--- config.mk ---
export PLATFORM = sky130hd
export DESIGN_NAME = comp_err_monitor
export DESIGN_NICKNAME = d
export VERILOG_FILES = /design/src/rtl/comp_err_monitor_pkg.sv /design/src/rtl/comp_err_monitor_calc.sv /design/src/rtl/comp_err_monitor.sv
export SDC_FILE = /design/constraint.sdc
export NUM_CORES = 1
export LEC_CHECK = 0
export CORE_MARGIN = 10
export CORE_UTILIZATION = 53
export DETAILED_ROUTE_END_ITERATION = 8
export HOLD_SLACK_MARGIN = 0.03
export PLACE_DENSITY = 0.79
export SLEW_MARGIN = 10
export SYNTH_ARGS = -nofsm -noshare
export SYNTH_HDL_FRONTEND = slang
export SYNTH_SLANG_ARGS = --single-unit
--- constraint.sdc ---
create_clock -name clk -period 4.28 [get_ports clk]
set_input_delay 0.856 -clock clk [delete_from_list [all_inputs] [get_ports clk]]
set_output_delay 0.856 -clock clk [all_outputs]
set_load 0.02 [all_outputs]
--- src/rtl/comp_err_monitor_pkg.sv ---
// Shared definitions for the 4:2 approximate-compressor error monitor:
// sweep geometry, statistic widths and the FSM state encoding.
package comp_err_monitor_pkg;

   localparam int VEC_W   = 4;
   localparam int NUM_VEC = 16;
   localparam int ERR_W   = 3;
   localparam int SUM_W   = 7;

   typedef enum logic [2:0] {
      ST_IDLE   = 3'd0,
      ST_DRIVE  = 3'd1,
      ST_SETTLE = 3'd2,
      ST_SAMPLE = 3'd3,
      ST_DONE   = 3'd4
   } state_e;

   function automatic logic [ERR_W-1:0] abs_diff(input logic [ERR_W-1:0] x,
                                                 input logic [ERR_W-1:0] y);
      logic [ERR_W-1:0] r;
      if (x >= y) begin
         r = x - y;
      end else begin
         r = y - x;
      end
      return r;
   endfunction

endpackage

--- src/rtl/comp_err_monitor_calc.sv ---
// Combinational error of one compressor sample: |popcount(vec) - (2*C+S)|.
// Kept standalone so compressor benches can reuse it as a reference model.
module comp_err_calc
   import comp_err_monitor_pkg::*;
(
   input  logic [VEC_W-1:0] vec,
   input  logic             s,
   input  logic             c,
   output logic [ERR_W-1:0] e
);

   logic [ERR_W-1:0] exact_s;
   logic [ERR_W-1:0] approx_s;

   // Exact bit count versus the compressor's weighted outputs.
   always_comb begin
      exact_s  = {2'b00, vec[3]} + {2'b00, vec[2]} + {2'b00, vec[1]} + {2'b00, vec[0]};
      approx_s = {1'b0, c, s};
      e        = abs_diff(exact_s, approx_s);
   end

endmodule

--- src/rtl/comp_err_monitor.sv ---
// Sweeps all 16 {a,b,c,d} vectors through a compressor under test and
// accumulates error statistics of the returned S/C against the exact count.
module comp_err_monitor
   import comp_err_monitor_pkg::*;
#(
   parameter int SETTLE_CYCLES = 2,
   parameter int CNT_W         = 5
) (
   input  logic             clk,
   input  logic             rst_n,
   input  logic             start,
   output logic             a_o,
   output logic             b_o,
   output logic             c_o,
   output logic             d_o,
   input  logic             s_i,
   input  logic             c_i,
   output logic             busy,
   output logic             done,
   output logic [CNT_W-1:0] err_count,
   output logic [SUM_W-1:0] err_dist_sum,
   output logic [ERR_W-1:0] max_err,
   output logic [VEC_W-1:0] first_fail_vec,
   output logic             first_fail_vld
);

   localparam int SET_W = (SETTLE_CYCLES > 1) ? $clog2(SETTLE_CYCLES) : 1;
   localparam logic [SET_W-1:0] SET_LAST = SET_W'((SETTLE_CYCLES > 0) ? SETTLE_CYCLES - 1 : 0);
   localparam logic [VEC_W-1:0] LAST_VEC = VEC_W'(NUM_VEC - 1);

   state_e           state_q, state_d;
   logic [VEC_W-1:0] vec_q, vec_d;
   logic [SET_W-1:0] settle_q, settle_d;
   logic [VEC_W-1:0] abcd_q, abcd_d;
   logic             busy_q, busy_d;
   logic             done_q, done_d;
   logic [CNT_W-1:0] cnt_q, cnt_d;
   logic [SUM_W-1:0] sum_q, sum_d;
   logic [ERR_W-1:0] max_q, max_d;
   logic [VEC_W-1:0] ffv_q, ffv_d;
   logic             ffvld_q, ffvld_d;
   logic [ERR_W-1:0] e_s;

   comp_err_calc u_calc (
      .vec (vec_q),
      .s   (s_i),
      .c   (c_i),
      .e   (e_s)
   );

   // State, counters and statistics registers with synchronous active-low reset.
   always_ff @(posedge clk) begin
      if (!rst_n) begin
         state_q  <= ST_IDLE;
         vec_q    <= '0;
         settle_q <= '0;
         abcd_q   <= '0;
         busy_q   <= 1'b0;
         done_q   <= 1'b0;
         cnt_q    <= '0;
         sum_q    <= '0;
         max_q    <= '0;
         ffv_q    <= '0;
         ffvld_q  <= 1'b0;
      end else begin
         state_q  <= state_d;
         vec_q    <= vec_d;
         settle_q <= settle_d;
         abcd_q   <= abcd_d;
         busy_q   <= busy_d;
         done_q   <= done_d;
         cnt_q    <= cnt_d;
         sum_q    <= sum_d;
         max_q    <= max_d;
         ffv_q    <= ffv_d;
         ffvld_q  <= ffvld_d;
      end
   end

   // Next-state and next-statistics logic.
   always_comb begin
      state_d  = state_q;
      vec_d    = vec_q;
      settle_d = settle_q;
      abcd_d   = abcd_q;
      busy_d   = busy_q;
      done_d   = done_q;
      cnt_d    = cnt_q;
      sum_d    = sum_q;
      max_d    = max_q;
      ffv_d    = ffv_q;
      ffvld_d  = ffvld_q;
      case (state_q)
         ST_IDLE, ST_DONE: begin
            // done/busy lag the state by one edge so done rises one cycle after the last sample
            if (state_q == ST_DONE) begin
               busy_d = 1'b0;
               done_d = 1'b1;
            end else begin
               busy_d = 1'b0;
               done_d = 1'b0;
            end
            if (start) begin
               state_d = ST_DRIVE;
               vec_d   = '0;
               busy_d  = 1'b1;
               done_d  = 1'b0;
               cnt_d   = '0;
               sum_d   = '0;
               max_d   = '0;
               ffv_d   = '0;
               ffvld_d = 1'b0;
            end else begin
               state_d = state_q;
            end
         end
         ST_DRIVE: begin
            abcd_d   = vec_q;
            settle_d = '0;
            state_d  = (SETTLE_CYCLES == 0) ? ST_SAMPLE : ST_SETTLE;
         end
         ST_SETTLE: begin
            if (settle_q == SET_LAST) begin
               state_d = ST_SAMPLE;
            end else begin
               settle_d = settle_q + SET_W'(1);
            end
         end
         ST_SAMPLE: begin
            sum_d = sum_q + SUM_W'(e_s);
            if (e_s > max_q) begin
               max_d = e_s;
            end else begin
               max_d = max_q;
            end
            if (e_s != 3'd0) begin
               cnt_d = cnt_q + CNT_W'(1);
               if (!ffvld_q) begin
                  ffv_d   = vec_q;
                  ffvld_d = 1'b1;
               end else begin
                  ffv_d   = ffv_q;
               end
            end else begin
               cnt_d = cnt_q;
            end
            if (vec_q == LAST_VEC) begin
               state_d = ST_DONE;
            end else begin
               vec_d   = vec_q + VEC_W'(1);
               state_d = ST_DRIVE;
            end
         end
         default: begin
            state_d = ST_IDLE;
         end
      endcase
   end

   assign {a_o, b_o, c_o, d_o} = abcd_q;
   assign busy                 = busy_q;
   assign done                 = done_q;
   assign err_count            = cnt_q;
   assign err_dist_sum         = sum_q;
   assign max_err              = max_q;
   assign first_fail_vec       = ffv_q;
   assign first_fail_vld       = ffvld_q;

endmodule

* After elaboration in Yosys (flattened, before gate mapping)
Index checks and enable logic that the tools add are counted.
** Operators by class
- Add/subtract/negate cells :: 9
- $mul :: 0
- Divide/modulo/power cells :: 0
- Order comparisons :: 2
- Eq/ne operators :: 11
- Shift-type cells :: 0
- Multiplexer cells :: 27
- Bitwise operators :: 0
- Reductions and logical operators :: 11
** Operator list (number)
- $mux W3 :: 6
- $mux W4 :: 4
- $pmux W4 S2 :: 2
- $pmux W7 S2 :: 1
- $ne A2 B2 Y1 const B :: 6
- $pmux W3 S4 :: 1
- $mux W5 :: 2
- $pmux W5 S2 :: 1
- $reduce_and A3 Y1 :: 3
- $add A7 B3 Y7 :: 1
- $mux W7 :: 1
- $add A3 B1 Y3 :: 2
- $eq A3 B2 Y1 const B :: 2
- $mux W1 :: 6
- $pmux W3 S2 :: 1
- $add A5 B1 Y5 const B :: 1
- $add A4 B1 Y4 const B :: 1
- $eq A4 B4 Y1 const B :: 1
- $pmux W1 S2 :: 2
- $reduce_and A2 Y1 :: 2
- $reduce_and A4 Y1 :: 1
- $reduce_bool A2 Y1 :: 2
- $eq A3 B1 Y1 const B :: 1
- $eq A3 B3 Y1 const B :: 1
- 9 further kinds :: 9
** Storage, ports and cells
- Register bits after elaboration :: 34
- Latch bits :: 0
- RAM bits :: 0
- Memory bits (read-only) :: 0
- Output and inout bits :: 26
- Logic and storage cells :: 71
- Memories kept :: 0

* Logic depth before layout (Yosys ltp)
- Depth in word-level cells :: 8
- Gate-level depth with buffers :: 17

* Cells and area by module
From an unflattened synthesis, not the netlist that was laid out.
** Second synthesis, totals
- Cell total of the unflattened synthesis :: 214
- Area, all modules :: 1881.8 µm²
** By module, submodules not included
- comp_err_monitor :: instances 1, cells an instance 184, area an instance 1629.1 µm², sequential area each 680.7 µm²
- comp_err_calc :: instances 1, cells an instance 30, area an instance 252.7 µm², sequential area each 0.0 µm²

* Worst setup path after synthesis
Ideal clock, no wire load.
- Path kind :: register to register
- Start :: reg vec_q[2]
- End :: reg sum_q[6], in the netlist err_dist_sum[6]
- Setup time :: 0.065 ns
- Arrival time :: 3.358 ns
- Data required time :: 4.215 ns
- Path slack :: 0.857 ns
- Cell stages (with the launch flop) :: 17
- Period minus slack after synthesis :: 3.423 ns
- Cells stage by stage :: dfxtp_1 ha_1 inv_1 fa_1 inv_1 ha_1 fa_1 nand2b_1 a211oi_1 a311oi_2 inv_2 ha_1 a21oi_1 nor3b_2 nand3_1 mux2_1 nor2_1
** On the way
- Cells in the longest elaborated chain, start to end :: 7
- Elaborated cells between the ends (all ways) :: 9
- Classes of those cells :: add/sub (6); order compare (1); mux (2)
** Ends and longest elaborated chain
- start, declared :: RTL line comp_err_monitor.sv:32 : logic [VEC_W-1:0] vec_q, vec_d;
- start signal, assigned :: RTL line comp_err_monitor.sv:67 : vec_q <= vec_d;
- $add A1 B1 Y2 * :: RTL line comp_err_monitor_calc.sv:17 : exact_s = {2'b00, vec[3]} + {2'b00, vec[2]} + {2'b00, vec[1]} + {2'b00, vec[0]};
- $add A3 B1 Y3 * (2 in a row) :: RTL line comp_err_monitor_calc.sv:17
- $sub A2 B3 Y3, or another cell as far along :: RTL line comp_err_monitor_pkg.sv:24 : r = y - x;
- $mux W3 * :: RTL line comp_err_monitor_pkg.sv:21 : if (x >= y) begin
- $add A7 B3 Y7 * :: RTL line comp_err_monitor.sv:130 : sum_d = sum_q + SUM_W'(e_s);
- $pmux W7 S2 * :: RTL line comp_err_monitor.sv:93 : case (state_q)
- end signal, assigned :: RTL line comp_err_monitor.sv:73 : sum_q <= sum_d;
- end, declared :: RTL line comp_err_monitor.sv:38 : logic [SUM_W-1:0] sum_q, sum_d;
Every way passes the cells marked *; elsewhere a longest branch is shown, timed or not.
A chain may end at the register's enable or synchronous reset.

* Worst setup path after layout
Same ends and word-level chain as after synthesis.

==> flow_summary.toml <==
[status]
status = "completed"

[yosys]
yosysTopAreaCellShare_pct = 34.9
yosysMostFrequentCell = "dfxtp_1"
syn_area_per_cell_um2 = 9.23
syn_nets = 235
ys_seq_area_share_pct = 34.9
yosysTopAreaCell = "dfxtp_1"
ys_warn_count = 0
synthFlopType = "dfxtp_1"
synth_area_leaders = "dfxtp_1, ha_1, fa_1, mux2i_1, nor2_1"
synthTopCellsByCount = "dfxtp_1, nor2_1, nand2_1"
syn_area_um2 = 1950
async_reset_ff_share_pct = 0
synthCells = 211
synth-seq-cells = 34
synth_edf_count = 0
synth_cell_types = 49

[global_routing]
grt_max_degree = 24
antenna_found_initial = 0
grt_overflow = 0
grt_pass1_vias = 1545
grt_pass1_wl_mm = 7.07
track_usage_pct = 13.6

[sta]
rsz0062_at_grt = "no"
hold_viol = 0
worst_pin_slew_ns = 0.720
finalCritPeriodShare_pct = 87.2
setup_slack_ns = 0.546
fin_setup_tns_ns = 0
setup_viol = 0
clock.fmax_mhz = 268
finClkSkew_ns = 0.00458
relSlewSlack_pct = 52.0
period_minus_slack_ns = 3.73
drv_slew = 0

[hold_path]
holdCritStartpoint = "settle_q"
hold_path_end = "settle_q"
whs_path_depth = 2
hold_path.class = "reg2reg"

[clocking]
cts_hold_buffers = 0
cts_setup_buffers = 0
cts.sinks = 34
htreeDepth = 2
ctsLongestPathBuffers = 2
clk_latency_ns = 0.29
root_buffer = "clkbuf_8"
cts_tree = "done"
cts_buffers = 5
clkSlewWorstSetupHoldPaths_ns = 0.07
cts.repair.resized = 0

[power_and_ir_drop]
p_total_mw = 0.738
power.density_nw_per_um2 = 314
peakVddDrop_v = 0.000187
p_leak_nw = 0.900

[setup_path]
max_stage_delay_ns = 0.53
cp.required_ns = 4.50
critPathSlowestCell = "fa_1"
regToRegSetupSlack_ns = 0.55
reg2reg_to = "err_dist_sum[6]"
startpoint_type = "flip-flop"
r2r-start = "vec_q[2]"
crit_fanout = 6
reg2reg_depth = 16
cp_common_cell = "ha_1"
crit_path_cell_trace = "ha_1 -> inv_1 -> fa_1 -> inv_1 -> ha_1 -> fa_1 -> nand2b_1 -> a211oi_1 -> a311oi_2 -> inv_2 -> ha_1 -> a21oi_1 -> nor3b_2 -> nand3_1 -> mux2_1 -> nor2_1"
critical_path_class = "reg2reg"
worstPathArrival_ns = 3.95
crit_path_end_kind = "flip-flop"

[placed_design]
dp_hpwl_mm = 3.21
gp_congestion = 0.792
portBuffers = 30
dp_slack_ns = 0.268

[floorplanning]
io_pins = 31
core-area_um2 = 3440
chipWidth_um = 80.6
initial_core_util_pct = 56.6
die_height_um = 80.6
dieArea_um2 = 6500
row_count = 21

[finish]
nets = 264
drive_gt1_share_pct = 9.96
finish.utilization_pct = 68.4
antennaDiodeCount = 0
area_delta_synth_final_pct = 20.8

[run]
cap_violations = 0

[drt]
drtIter0Drc = 76
via_count = 1625
routed_wl_mm = 4.27
postRouteAntennaNets = 0
routed_via_density = 5.66
wl_per_cell_um = 14.9
first_pass_iters = 4
drc_errors = 0
## report_power, final
part	internal, mW	switching [mW]
Combinational	0.0646	0.0833
Clock	0.129	0.120
Sequential	0.326	0.0148
Total	0.520	0.218
## per-stage QoR
step           cell area (um2)  hold WS, ns  cells
2_1_floorplan             1950        0.446    211
3_3_place_gp              2260        0.463    279
3_5_place_dp              2260        0.465    279
4_1_cts                   2350        0.475    287
5_1_grt                   2350        0.491    287
6_report                  2350        0.472    287
## cell families (layout without fill, tap and decap cells)
group                      after synthesis  after routing  synth area share [%]
buffers and inverters                   26             56                  6.10
muxes                                   14             14                  8.09
adders and majority gates               19             19                  14.1
AOI/OAI and AO/OA                       38             38                  14.5
and+or+nand+nor                         75             75                  20.0
xor gates and xnor gates                 5              5                  2.25
DFF                                     34             34                  34.9
## worst max-delay path by stage
stage,start,to,slack [ns]
detailed placement,c_i,err_dist_sum[6],0.27
CTS,vec_q[2],err_dist_sum[6],0.52
global route,vec_q[2],err_dist_sum[6],0.34
finish,vec_q[2],err_dist_sum[6],0.55
global placement,c_i,err_dist_sum[6],0.38
floorplan,vec_q[2],err_dist_sum[6],0.86
## critical path, delay by kind of cell, from the launching register on
| family | cells | cell delay [ns] |
|---|---|---|
| AO/OA/AOI/OAI | 3 | 0.52 |
| adder cells (fa/ha/maj) | 5 | 1.69 |
| buffers and inverters | 3 | 0.28 |
| flip-flops | 1 | 0.34 |
| multiplexers | 1 | 0.31 |
| AND/OR/NAND/NOR | 4 | 0.52 |
## layer usage
metal | track usage (%) | wire length, um | vias up | share of wire, %
met3 | 5.68 | 313 | 8 | 7.3
li1 | - | - | 800 | -
met2 | 23.3 | 2180 | 30 | 51
met1 | 14.5 | 1700 | 787 | 40
met5 | 0 | 0 | - | 0
met4 | 5.11 | 74 | 0 | 1.7
## layout make-up
class / count / area [um2]
Clock buffer: 6 / 82.6
Sequential cell: 34 / 681
Inverter: 17 / 63.8
Timing Repair Buffer: 31 / 308
Clock inverter: 2 / 12.5
Tap cell: 46 / 57.6
Fill cell: 284 / 1090
Multi-Input combinational cell: 151 / 1150
## flip-flops by register name, indices dropped and copies added, names as in the netlist, 3 cells and up
name and cells:
vec_q 4, max_err 3, abcd_q 4, err_dist_sum 7, first_fail_vec 4, state_q 3, err_count 5
## placed cells by master (no fill, tap or decap), types with 2 or more instances in the layout
cell	netlist	layout
a22oi_1	3	3
xnor2_1	4	4
o221ai_1	3	3
o21ai_0	2	2
nor2_1	24	24
ha_1	14	14
fa_1	5	5
clkdlybuf4s50_1	0	30
clkbuf_8	0	6
nand2_1	18	18
inv_1	16	16
or4_1	2	2
mux2_2	3	3
a21o_1	3	3
a21oi_1	11	11
nand3_1	9	9
dfxtp_1	34	34
mux2i_1	9	9
nor3_1	2	2
nand4b_1	2	2
nand4_1	3	3
or3_1	4	4
o22ai_1	4	4
o21a_1	3	3
nor3b_2	2	2
(Power assumes the default switching activity.)
